$ cat config.mk
export PLATFORM = sky130hd
export DESIGN_NAME = timer_irq_unit
export DESIGN_NICKNAME = d
export VERILOG_FILES = /design/src/rtl/timer_pkg.sv /design/src/rtl/timer_prescaler.sv /design/src/rtl/timer_irq_unit.sv
export SDC_FILE = /design/constraint.sdc
export NUM_CORES = 1
export LEC_CHECK = 0
export BUFFER_PORTS_ARGS = -buffer_cell sky130_fd_sc_hd__buf_2
export CELL_PAD_IN_SITES_DETAIL_PLACEMENT = 1
export CELL_PAD_IN_SITES_GLOBAL_PLACEMENT = 1
export CORE_ASPECT_RATIO = 0.5
export CORE_UTILIZATION = 27
export DETAILED_ROUTE_END_ITERATION = 7
export MAX_ROUTING_LAYER = met4
export PLACE_DENSITY_LB_ADDON = 0.1
export SYNTH_ARGS = -nofsm -noshare
export SYNTH_HDL_FRONTEND = slang
export SYNTH_SLANG_ARGS = --single-unit
$ cat constraint.sdc
create_clock -name clk -period 6.34 [get_ports clk]
set_input_delay 0.317 -clock clk [delete_from_list [all_inputs] [get_ports clk]]
set_output_delay 0.317 -clock clk [all_outputs]
set_load 0.01 [all_outputs]
$ cat src/rtl/timer_pkg.sv
// -----------------------------------------------------------------------------
// timer_pkg
// Shared definitions for the memory-mapped countdown timer:
//   - register word offsets (bus_addr_i[4:2])
//   - CTRL bit positions and STATUS pending bit position
//   - timer FSM state encoding (STOP / RUN / DONE)
// -----------------------------------------------------------------------------
package timer_pkg;

    localparam logic [2:0] REG_CTRL     = 3'd0;
    localparam logic [2:0] REG_LOAD     = 3'd1;
    localparam logic [2:0] REG_COUNT    = 3'd2;
    localparam logic [2:0] REG_STATUS   = 3'd3;
    localparam logic [2:0] REG_PRESCALE = 3'd4;

    localparam int CTRL_EN  = 0;
    localparam int CTRL_IE  = 1;
    localparam int CTRL_AR  = 2;

    localparam int STATUS_PEND = 0;

    typedef enum logic [1:0] {
        STOP = 2'd0,
        RUN  = 2'd1,
        DONE = 2'd2
    } timer_state_t;

endpackage

$ cat src/rtl/timer_prescaler.sv
// -----------------------------------------------------------------------------
// timer_prescaler
// Divides the clock into a tick every (div+1) clocks. Only instantiated by
// timer_irq_unit when TIMER_PRESCALE_EN is defined.
// Ports:
//   clk    in   single clock
//   reset  in   synchronous, active-high
//   clear  in   restarts the division period (counter back to 0)
//   div    in   16-bit divisor minus one
//   tick   out  high on the last clock of each period
// -----------------------------------------------------------------------------
module timer_prescaler (
    input  logic        clk,
    input  logic        reset,
    input  logic        clear,
    input  logic [15:0] div,
    output logic        tick
);

    logic [15:0] cnt_q;

    assign tick = (cnt_q == div);

    always_ff @(posedge clk) begin
        if (reset || clear) begin
            cnt_q <= 16'd0;
        end else if (tick) begin
            cnt_q <= 16'd0;
        end else begin
            cnt_q <= cnt_q + 16'd1;
        end
    end

endmodule

$ cat src/rtl/timer_irq_unit.sv
// -----------------------------------------------------------------------------
// timer_irq_unit
// Memory-mapped countdown timer sitting beside data RAM on the CPU data bus.
// Expiry sets STATUS.pending; the interrupt is pending AND CTRL.ie and stays
// high until software writes 1 to STATUS.pending.
//
// Optional build macro: TIMER_PRESCALE_EN -- adds the PRESCALE register and a
// prescaler so the count ticks every PRESCALE+1 clocks instead of every clock.
//
// Ports:
//   clk                    in   single clock
//   reset                  in   synchronous, active-high
//   bus_addr_i[31:0]       in   byte address (window BASE_ADDR, 32 bytes)
//   bus_wdata_i[31:0]      in   write data
//   bus_we_i               in   write strobe
//   bus_en_i               in   access enable
//   bus_hit_o              out  enable and address inside the window
//   bus_rdata_o[31:0]      out  combinational read data, 0 unless read hit
//   req_interrupt_timer_o  out  level interrupt to the CPU
// -----------------------------------------------------------------------------
module timer_irq_unit
    import timer_pkg::*;
#(
    parameter logic [31:0] BASE_ADDR = 32'h1000_0000
) (
    input  logic        clk,
    input  logic        reset,
    input  logic [31:0] bus_addr_i,
    input  logic [31:0] bus_wdata_i,
    input  logic        bus_we_i,
    input  logic        bus_en_i,
    output logic        bus_hit_o,
    output logic [31:0] bus_rdata_o,
    output logic        req_interrupt_timer_o
);

    timer_state_t state_q, state_d;
    logic [2:0]   ctrl_q;
    logic [31:0]  load_q;
    logic [31:0]  count_q, count_d;
    logic         pend_q, pend_d;

    logic [2:0]   sel;
    logic         wr;
    logic         ctrl_wr, load_wr, count_wr, status_wr;
    logic         start, stop, run_tick, expire;
    logic         tick;
    logic [31:0]  pre_rd;

    // Byte lane bits are ignored: every access is a full word.
    logic         addr_unused;
    assign addr_unused = ^bus_addr_i[1:0];

    assign bus_hit_o = bus_en_i && (bus_addr_i[31:5] == BASE_ADDR[31:5]);
    assign sel       = bus_addr_i[4:2];
    assign wr        = bus_hit_o && bus_we_i;
    assign ctrl_wr   = wr && (sel == REG_CTRL);
    assign load_wr   = wr && (sel == REG_LOAD);
    assign count_wr  = wr && (sel == REG_COUNT);
    assign status_wr = wr && (sel == REG_STATUS);

    // Enabling from STOP or DONE reloads; enabling while running only
    // refreshes ie/autoreload.
    assign start = ctrl_wr && bus_wdata_i[CTRL_EN] && (state_q != RUN);
    assign stop  = ctrl_wr && !bus_wdata_i[CTRL_EN];

    // A COUNT write or a stop on this edge swallows the tick entirely.
    assign run_tick = (state_q == RUN) && tick && !stop && !count_wr;
    assign expire   = run_tick && (count_q == 32'd0);

`ifdef TIMER_PRESCALE_EN
    logic        pre_wr;
    logic        pre_clear;
    logic [15:0] pre_q;

    assign pre_wr    = wr && (sel == REG_PRESCALE);
    assign pre_clear = (state_q != RUN) || start || count_wr || pre_wr;
    assign pre_rd    = {16'd0, pre_q};

    always_ff @(posedge clk) begin
        if (reset) begin
            pre_q <= 16'd0;
        end else if (pre_wr) begin
            pre_q <= bus_wdata_i[15:0];
        end
    end

    timer_prescaler u_prescaler (
        .clk   (clk),
        .reset (reset),
        .clear (pre_clear),
        .div   (pre_q),
        .tick  (tick)
    );
`else
    assign tick   = 1'b1;
    assign pre_rd = 32'd0;
`endif

    always_comb begin
        state_d = state_q;
        count_d = count_q;
        pend_d  = pend_q;

        if (run_tick) begin
            if (count_q != 32'd0) begin
                count_d = count_q - 32'd1;
            end else if (ctrl_q[CTRL_AR]) begin
                count_d = load_q;
            end else begin
                state_d = DONE;
            end
        end

        if (start) begin
            state_d = RUN;
            count_d = load_q;
        end
        if (stop) begin
            state_d = STOP;
        end
        if (count_wr) begin
            count_d = bus_wdata_i;
        end

        // Set after clear so an expiry on the clearing edge wins.
        if (status_wr && bus_wdata_i[STATUS_PEND]) begin
            pend_d = 1'b0;
        end
        if (expire) begin
            pend_d = 1'b1;
        end
    end

    always_ff @(posedge clk) begin
        if (reset) begin
            state_q <= STOP;
            ctrl_q  <= 3'd0;
            load_q  <= 32'd0;
            count_q <= 32'd0;
            pend_q  <= 1'b0;
        end else begin
            state_q <= state_d;
            count_q <= count_d;
            pend_q  <= pend_d;
            if (ctrl_wr) begin
                ctrl_q <= bus_wdata_i[2:0];
            end
            if (load_wr) begin
                load_q <= bus_wdata_i;
            end
        end
    end

    always_comb begin
        bus_rdata_o = 32'd0;
        if (bus_hit_o && !bus_we_i) begin
            case (sel)
                REG_CTRL:     bus_rdata_o = {29'd0, ctrl_q};
                REG_LOAD:     bus_rdata_o = load_q;
                REG_COUNT:    bus_rdata_o = count_q;
                REG_STATUS:   bus_rdata_o = {31'd0, pend_q};
                REG_PRESCALE: bus_rdata_o = pre_rd;
                default:      bus_rdata_o = 32'd0;
            endcase
        end
    end

    assign req_interrupt_timer_o = pend_q && ctrl_q[CTRL_IE];

endmodule

==> impl_metrics.json, run 1 <==
{
  "numPortBuffers": 99,
  "drc": 6,
  "synth_ff_type": "dfxtp_1",
  "design_area_um2": 5185,
  "reg2reg_from": "count_q[5]$_SDFFE_PP0P_",
  "start_kind": "flop",
  "drive_above_1_share": 0.2354,
  "grt_max_degree": 71,
  "swShare": 0.2248,
  "hold_depth": 3,
  "ir_drop_mv": 0.1165,
  "timing.final.crit_share": 0.4627,
  "synth_cells": 575,
  "first_iter_violations": 239,
  "place_hpwl_mm": 9.362,
  "hold_violations": 0,
  "drv_cap": 0,
  "syn-num-nets": 645,
  "yosysWarnings": 0,
  "p_switching_uw": 227.1,
  "finalSetupViolations": 0,
  "finalWirelength_mm": 14.69,
  "cts_tree": "built",
  "cp.required_ns": 6.57,
  "ff2ff_setup_slack_ns": 3.41,
  "r2r_end": "count_q[4]$_SDFFE_PP0P_",
  "cts_hold_buffers": 0,
  "post_cts_buffers": 0,
  "syn_area_per_cell_um2": 7.407,
  "fin_skew_ns": 0.01075,
  "clockBufferDepth": 2,
  "setup_tns_ns": 0,
  "leakagePower_nw": 2.036,
  "gp_congestion": 0.7386,
  "synth_seq_cells": 70,
  "post_drt_wl_per_cell_um": 17.20,
  "fp.dieH_um": 90.81,
  "worstSetupPathType": "flop to flop",
  "postSynth.asyncResetShare": 0,
  "share_seq_of_total_power": 0.435,
  "pwr-share-clk": 0.517,
  "diodes": 0,
  "tightest_slew_ns": 0.8894,
  "critPathArrivalTime_ns": 3.17,
  "worstPathMaxFanout": 15,
  "worst_slack_ns": 3.406,
  "rsz0062_at_grt": "no",
  "grt-ovfl-total": 0,
  "hold_end": "load_q[21]$_SDFFE_PP0P_",
  "viasPerCell": 5.036,
  "core_um2": 15410,
  "cts_htree_levels": 3,
  "internal_power_uw": 783.3,
  "cts_repair_resize_count": 0,
  "dpl_worst_slack_ns": 3.274,
  "synth_top_area_frac": 0.3290,
  "nets": 715,
  "outcome": "finished, violations left",
  "path_clk_slew_ns": 0.06,
  "synth_edf_count": 0,
  "final_util": 0.3364,
  "clock_sinks": 70,
  "synthTopCellsByArea": "dfxtp_1 (33%), nand2_1 (7.9%), nor2_1 (7.9%)",
  "max_freq_mhz": 340.9,
  "dieArea_um2": 16310,
  "num_rows": 32,
  "cts_root_buf": "clkbuf_16",
  "final_antenna_net_count": 0,
  "placed_area_um2": 4883,
  "grt_pass1_vias": 4576,
  "cts_inserted_buffers": 9,
  "combPwrFrac": 0.048,
  "antenna_found_initial": 0,
  "totalPowerFinal_mw": 1.010,
  "groute.usage.overall": 0.1965,
  "syn-cell-area_um2": 4259,
  "grt_pass1_wl_mm": 24.66,
  "start_util": 0.2763,
  "stdcell_count": 854,
  "ios": 102,
  "clock_latency_ns": 0.33,
  "worst_setup_path_end_kind": "flop",
  "slew_headroom": 0.4058,
  "min_from": "bus_wdata_i[21]",
  "first_pass_iters": 7,
  "power_density_nw_per_um2": 194.9,
  "synthDistinctLibCells": 50,
  "whs_ns": 0.2323,
  "fp.dieW_um": 179.6,
  "finalMaxSlewViolations": 0,
  "min_period_ns": 2.934,
  "dp.cells": 838,
  "vias": 4301,
  "n_fill_cell": 1910,
  "yosysTopAreaCell": "dfxtp_1",
  "synth-seq-area-share": 0.3290,
  "reg2regPathDepth": 8,
  "violations": "DRC",
  "areaGrowthSynthToFinish_pct": 21.74,
  "holdCritPathClass": "input pin to flop"
}
-- logic make-up after synthesis --
logic type / Yosys count / share of synthesized area
AO/OA/AOI/OAI: 134 / 0.1974
XOR/XNOR: 27 / 0.05552
adder cells (fa/ha/maj): 2 / 0.005875
buffers and inverters: 52 / 0.05523
flip-flops: 70 / 0.3290
multiplexers: 22 / 0.05875
AND/OR/NAND/NOR: 268 / 0.2982
-- state kept, by name, indices dropped and copies added (netlist names) --
| name | cells |
|---|---|
| count_q | 32 |
| ctrl_q | 3 |
| load_q | 32 |
| pend_q | 1 |
| state_q | 2 |
-- cell usage in the layout, fill, tap and decap left out, types with 22 or more instances in the layout --
cell,Yosys,routed
nor3_1,22,22
nand2_1,90,90
nor2_1,90,90
a22oi_1,29,29
dfxtp_1,70,70
a21oi_1,50,50
buf_2,8,99
o21ai_0,23,23
-- cells in the mapped netlist (2+ instances only) --
cell and count:
nor3b_1 4, nand3_1 6, or3_1 2, inv_1 4, nor4_1 10, nand3b_1 4, ha_1 2, o211ai_1 4
a311oi_2 3, o22ai_1 14, nand2b_1 2, mux2_2 14, or4_1 5, o21ai_1 3, a21oi_1 50, buf_2 8
a22oi_1 29, and3_1 4, a211oi_1 2, xnor2_1 13, nand4_1 7, nor3_1 22, nor2_1 90, nor4b_1 2
mux2i_1 7, o21ai_0 23, clkbuf_1 36, xor2_1 14, dfxtp_1 70, buf_6 4, nor2b_1 5, nand4b_1 5
nand2_1 90
-- power groups by stage --
stage	sequential (mW)	clock (mW)	combinational, mW
6_report	0.440	0.522	0.0483
5_1_grt	0.439	0.556	0.0534
4_1_cts	0.440	0.535	0.0491
3_5_place_dp	0.450	0	0.0488
3_3_place_gp	0.450	0	0.0483
2_1_floorplan	0.450	0	0.0167
-- metal layers --
layer,vias to the layer above,part of all wire,global-route usage
li1,2172,-,-
met1,2019,0.52,0.2683
met2,105,0.42,0.3070
met3,5,0.049,0.03427
met4,0,0.0046,0.03233
met5,-,0,-
-- final cells by class --
class / instances / area (um2) / share of cell area
well taps: 204 / 255.2 / 0.04923
clock inverters: 4 / 45.04 / 0.008687
flip-flops and latches: 70 / 1401 / 0.2703
clock buffers: 12 / 256.5 / 0.04947
repair buffers: 107 / 555.5 / 0.1071
multi-input cells: 453 / 2656 / 0.5123
inverters: 4 / 15.01 / 0.002896
-- worst max-delay path: stages, from the launching register on --
cell	delay, ns
dfxtp_1	0.38
or4_4	0.59
nor3_1	0.19
buf_4	0.22
and4_1	0.35
nand3b_1	0.15
nand3_1	0.61
a21oi_1	0.08
nor4_1	0.26
-- worst max-delay path by stage --
stage,from,to,slack [ns],depth (start not counted)
floorplan,count_q[0]$_SDFFE_PP0P_,count_q[22]$_SDFFE_PP0P_,3.98,10
global placement,bus_addr_i[8],count_q[7]$_SDFFE_PP0P_,3.31,8
detailed placement,bus_addr_i[8],count_q[7]$_SDFFE_PP0P_,3.27,8
CTS,count_q[5]$_SDFFE_PP0P_,count_q[7]$_SDFFE_PP0P_,3.41,8
global route,count_q[5]$_SDFFE_PP0P_,count_q[12]$_SDFFE_PP0P_,3.17,8
finish,count_q[5]$_SDFFE_PP0P_,count_q[4]$_SDFFE_PP0P_,3.41,8
(Power assumes the default switching activity.)
==> run 2, diff against run 1 <==
Settings changed: ABC_AREA set to 1.
Clock period 6.34 ns to 2.65 ns, I/O delays scaled along.
==> run 2 against run 1 <==
Net effect: the run now ends clean; global-route usage up 1.4 points; clock skew shrank 0.0049 ns; power grew 130%; utilization increased by 0.39 points; non-clock buffer count up 17; sequential share of layout area fell by 3.5 points; worst hold slack got worse by 0.19 ns; via count is 28% higher; synthesized area grew 15%; fmax grew 34%; sequential power is 140% higher; die area increased by 14%; largest cell class unchanged; largest power group unchanged.
==> impl_metrics.json, run 2 <==
{
  "fp.dieH_um": 97.14,
  "setup_tns_ns": 0,
  "synth-seq-area-share": 0.2867,
  "post_drt_wl_per_cell_um": 15.95,
  "yosysTopAreaCell": "dfxtp_1",
  "crit_start": "count_q[18]$_SDFFE_PP0P_",
  "clockBufferDepth": 2,
  "ios": 102,
  "seq_area_um2": 1401,
  "design_area_um2": 5963,
  "combPwrFrac": 0.062,
  "largestRegisters": "count_q (32), load_q (32), ctrl_q (3)",
  "post_cts_buffers": 0,
  "diodes": 0,
  "swShare": 0.2308,
  "ys_top_cells_by_count": "nand2_1 (195), nor2_1 (195), dfxtp_1 (70)",
  "layout_common_cells": "nor2_1 (195), nand2_1 (195), buf_2 (99)",
  "synth_seq_cells": 70,
  "grt_pass1_vias": 5654,
  "path_clk_slew_ns": 0.06,
  "gp_congestion": 0.8372,
  "synth_top_area_frac": 0.2867,
  "synthTopCellsByArea": "dfxtp_1 (29%), nand2_1 (15%), nor2_1 (15%)",
  "synth_ff_type": "dfxtp_1",
  "placed_area_um2": 5688,
  "hold_violations": 0,
  "reg2reg_from": "count_q[18]$_SDFFE_PP0P_",
  "numPortBuffers": 99,
  "vias": 5487,
  "cts_hold_buffers": 0,
  "min_from": "bus_wdata_i[5]",
  "r2r_end": "count_q[31]$_SDFFE_PP0P_",
  "cts_htree_levels": 3,
  "syn-num-nets": 884,
  "tightest_slew_ns": 0.7918,
  "clock_sinks": 70,
  "synth_cells": 814,
  "synth_edf_count": 0,
  "outcome": "completed",
  "p_switching_uw": 542.4,
  "cts_tree": "built",
  "finalSetupViolations": 0,
  "cts_repair_resize_count": 0,
  "postSynth.asyncResetShare": 0,
  "internal_power_mw": 1.808,
  "final_antenna_net_count": 0,
  "place_hpwl_mm": 13.71,
  "start_kind": "flop",
  "yosysWarnings": 0,
  "viasPerCell": 4.780,
  "holdCritPathClass": "input pin to flop",
  "leakagePower_nw": 2.945,
  "multiInputGateArea_um2": 3053,
  "areaGrowthSynthToFinish_pct": 22.02,
  "cp.required_ns": 2.87,
  "first_iter_violations": 191,
  "share_seq_of_total_power": 0.448,
  "critPathArrivalTime_ns": 2.41,
  "max_freq_mhz": 457.8,
  "clock_latency_ns": 0.33,
  "power_density_nw_per_um2": 394.1,
  "nets": 981,
  "num_rows": 34,
  "drive_above_1_share": 0.1707,
  "finalMaxSlewViolations": 0,
  "start_util": 0.2788,
  "n_fill_cell": 2326,
  "grt_pass1_wl_mm": 29.90,
  "dieArea_um2": 18680,
  "worstPathMaxFanout": 38,
  "groute.usage.overall": 0.2103,
  "drc": 0,
  "syn_area_per_cell_um2": 6.004,
  "antenna_found_initial": 0,
  "min_period_ns": 2.184,
  "finalWirelength_mm": 18.32,
  "first_pass_iters": 4,
  "syn-cell-area_um2": 4887,
  "cts_inserted_buffers": 9,
  "rsz0062_at_grt": "no",
  "fin_skew_ns": 0.005820,
  "grt_max_degree": 39,
  "hold_end": "load_q[5]$_SDFFE_PP0P_",
  "ff2ff_setup_slack_ns": 0.47,
  "worstSetupPathType": "flop to flop",
  "slew_headroom": 0.4716,
  "drv_cap": 0,
  "timing.final.crit_share": 0.8243,
  "grt-ovfl-total": 0,
  "synthDistinctLibCells": 35,
  "pwr-share-clk": 0.490,
  "worst_setup_path_end_kind": "flop",
  "reg2regPathDepth": 13,
  "core_um2": 17530,
  "fp.dieW_um": 192.3,
  "hold_depth": 3,
  "ir_drop_mv": 0.2131,
  "cts_root_buf": "clkbuf_16"
}
-- run 2: final cells by class --
cell class / count / share of cell area
clock inverters: 1 / 0.0008393
inverters: 62 / 0.03903
well taps: 234 / 0.04910
repair buffers: 124 / 0.1188
multi-input cells: 644 / 0.5120
clock buffers: 13 / 0.04532
flip-flops and latches: 70 / 0.2350
-- run 2: critical path, cell delays in order (launching register included) --
cell	delay, ns
dfxtp_1	0.36
nor2_1	0.20
nand2_1	0.10
nor2_1	0.20
nand4_1	0.11
nor2_1	0.10
nand2_1	0.09
nand2_2	0.09
buf_4	0.41
nand2_1	0.10
nand2_1	0.08
a21oi_1	0.05
nor2_1	0.13
nor2_1	0.05
-- run 2: per-layer routing --
metal / wire length, um / GRT usage / vias up
met1: 9971 / 0.3065 / 2566
met5: 0 / - / -
li1: - / - / 2805
met4: 143 / 0.03695 / 0
met2: 7396 / 0.3074 / 102
met3: 805 / 0.03070 / 14
-- run 2: logic make-up after synthesis --
| logic type | count (synthesis) | share of synthesized area |
|---|---|---|
| and+or+nand+nor | 458 | 0.3935 |
| AOI/OAI and AO/OA | 157 | 0.1764 |
| buffers and inverters | 100 | 0.08986 |
| DFF | 70 | 0.2867 |
| xor gates and xnor gates | 27 | 0.04839 |
| adders and majority gates | 2 | 0.005120 |
-- run 2: worst max-delay path by stage --
stage                     cells after the start                        to  slack, ns
after floorplan                              10  count_q[30]$_SDFFE_PP0P_       0.90
after global placement                       11  count_q[27]$_SDFFE_PP0P_       0.47
after detailed placement                     11  count_q[27]$_SDFFE_PP0P_       0.44
after CTS                                    11  count_q[27]$_SDFFE_PP0P_       0.43
after global routing                         11  count_q[27]$_SDFFE_PP0P_       0.17
final                                        13  count_q[31]$_SDFFE_PP0P_       0.47
-- run 2: power groups by stage --
stage / Sequential (mW) / Combinational, mW / Clock (mW)
floorplan: 1.08 / 0.0603 / 0
global placement: 1.08 / 0.145 / 0
detailed placement: 1.08 / 0.148 / 0
CTS: 1.05 / 0.149 / 1.19
global route: 1.05 / 0.163 / 1.23
finish: 1.05 / 0.146 / 1.15
-- run 2: metrics by stage --
stage                     total power [mW]  utilization  hold WS (ns)  setup WS (ns)  instances
after detailed placement             1.224       0.3245        0.3851         0.4414       1134
after floorplan                      1.136            -        0.2674         0.9039        814
final                                2.350       0.3402       0.03864         0.4655       1148
after global placement               1.220       0.3245        0.3697         0.4695       1134
after global routing                 2.448       0.3402       0.04969         0.1748       1148
after CTS                            2.395       0.3402       0.03223         0.4256       1148
==> run 3, diff against run 2 <==
Settings changed: ABC_AREA 1 to 0.
Clock period 2.65 ns to 2.26 ns, I/O delays scaled along.
==> run 3 against run 2 <==
Net effect: the flow now finishes with violations (DRC, setup timing); critical path depth decreased by 4; sequential cell count unchanged; die area fell by 13%; final cell count down 19%; sequential power up 17%; critical path type unchanged.
==> impl_metrics.json, run 3 (same netlist as run 1, synthesis figures left out) <==
{
  "start_kind": "flop",
  "worstPathMaxFanout": 7,
  "worst_setup_path_end_kind": "flop",
  "core_um2": 15410,
  "diodes": 0,
  "first_pass_iters": 6,
  "final_common_cell": "buf_2",
  "areaGrowthSynthToFinish_pct": 42.66,
  "vias": 4749,
  "start_util": 0.2763,
  "grt_pass1_wl_mm": 26.43,
  "grt_max_degree": 71,
  "holdCritPathClass": "input pin to flop",
  "max_freq_mhz": 419.7,
  "reg2reg_from": "count_q[9]$_SDFFE_PP0P_",
  "groute.usage.overall": 0.2098,
  "drc": 5,
  "grt_pass1_vias": 4829,
  "clock_sinks": 70,
  "cts_htree_levels": 3,
  "placed_area_um2": 5458,
  "critPathArrivalTime_ns": 2.59,
  "worst_slack_ns": -0.1227,
  "leakagePower_nw": 2.488,
  "cts_hold_buffers": 0,
  "grt-ovfl-total": 0,
  "fp.dieW_um": 179.6,
  "cts_root_buf": "clkbuf_16",
  "design_area_um2": 6076,
  "nets": 787,
  "place_hpwl_mm": 11.01,
  "share_seq_of_total_power": 0.420,
  "crit_start": "count_q[9]$_SDFFE_PP0P_",
  "clock_latency_ns": 0.34,
  "num_rows": 32,
  "fp.dieH_um": 90.81,
  "finalSetupViolations": 32,
  "clockBufferDepth": 2,
  "violations": "DRC, setup timing",
  "n_fill_cell": 1898,
  "power_density_nw_per_um2": 484.0,
  "internal_power_mw": 2.287,
  "combPwrFrac": 0.050,
  "fin_skew_ns": 0.009616,
  "layout_common_cells": "buf_2 (99), nand2_1 (89), nor2_1 (87)",
  "numPortBuffers": 99,
  "finalWirelength_mm": 16.52,
  "slew_headroom": 0.6906,
  "drv_cap": 0,
  "worstSetupPathType": "flop to flop",
  "pwr-share-clk": 0.531,
  "path_clk_slew_ns": 0.06,
  "dieArea_um2": 16310,
  "swShare": 0.2221,
  "post_drt_wl_per_cell_um": 17.84,
  "drive_above_1_share": 0.3684,
  "p_switching_uw": 653.2,
  "antenna_found_initial": 0,
  "ff2ff_setup_slack_ns": -0.12,
  "tightest_slew_ns": 0.4632,
  "cp.required_ns": 2.46,
  "rsz0062_at_grt": "yes",
  "min_period_ns": 2.383,
  "totalPowerFinal_mw": 2.940,
  "ir_drop_mv": 0.2991,
  "viasPerCell": 5.129,
  "timing.final.crit_share": 1.054,
  "ios": 102,
  "final_antenna_net_count": 0,
  "min_from": "bus_wdata_i[4]",
  "cts_tree": "built",
  "cts_inserted_buffers": 9,
  "gp_congestion": 0.7897,
  "finalMaxSlewViolations": 0,
  "first_iter_violations": 226,
  "outcome": "finished, violations left",
  "hold_violations": 0,
  "largestRegisters": "count_q (32), load_q (32), ctrl_q (3)"
}
[run 3: cell count changes in the layout (fill, tap and decap cells not counted), sizes merged, moves of 12 or more]
cell / delta
buf: +53
a22oi: +29
nand3: -23
mux2: +14
o22ai: +14
o21ai: -42
nor3: +12
o21bai: -14
nor2: -108
nand2: -110
inv: -58
[run 3: final cells by class]
cell class | instances | area, um2 | share of cell area
Tap cell | 204 | 255.2 | 0.04201
Multi-Input combinational cell | 453 | 2845 | 0.4683
Timing Repair Buffer | 179 | 1237 | 0.2037
Clock inverter | 4 | 70.07 | 0.01153
Sequential cell | 70 | 1406 | 0.2315
Clock buffer | 12 | 246.5 | 0.04057
Inverter | 4 | 15.01 | 0.002471
[run 3: worst paths after layout]
check | end | cells past startpoint
hold reg to reg | load_q[4]$_SDFFE_PP0P_ | 2
hold / removal | load_q[4]$_SDFFE_PP0P_ | 3
setup reg to reg | count_q[12]$_SDFFE_PP0P_ | 9
setup / recovery | count_q[12]$_SDFFE_PP0P_ | 9
[run 3: power by group through the flow]
stage / registers [mW] / clock network (mW) / logic (mW)
after floorplan: 1.26 / 0 / 0.0469
after global placement: 1.26 / 0 / 0.141
after detailed placement: 1.26 / 0 / 0.143
after CTS: 1.23 / 1.59 / 0.144
after global routing: 1.23 / 1.65 / 0.160
final: 1.23 / 1.56 / 0.146
[run 3: timing repair]
| action | in CTS | in global routing |
|---|---|---|
| gates resized for setup | 25 | 34 |
| pin swaps | 4 | 2 |
| setup buffers | 4 | 0 |
| endpoints found under the setup margin | 34 | 32 |
| cloned | 1 | 3 |
[run 3: worst max-delay path, cell delays in order, from the launching register on]
cell and delay [ns]:
dfxtp_2 0.32, or4_4 0.56, nor3_4 0.21, and4_4 0.26, buf_6 0.09, nand3b_1 0.12, a21o_4 0.31, clkbuf_16 0.19
o22ai_1 0.14, nor3_1 0.06
[run 3: metrics by stage]
step / instances / setup WS (ns) / hold slack [ns] / TNS, ns / utilization
2_1_floorplan: 575 / -0.04821 / 0.2490 / -0.04821 / -
3_3_place_gp: 902 / -0.2962 / 0.3672 / -8.738 / 0.3541
3_5_place_dp: 902 / -0.3202 / 0.3756 / -9.318 / 0.3541
4_1_cts: 923 / -0.1030 / 0.02009 / -1.907 / 0.3821
5_1_grt: 926 / -0.1999 / 0.02896 / -4.783 / 0.3942
6_report: 926 / -0.1227 / 0.02741 / -2.041 / 0.3942
[run 3: per-layer routing]
layer	GRT usage	wire (um)
met3	0.03710	575
met5	-	0
met1	0.2892	8495
met4	0.03017	71
met2	0.3255	7378
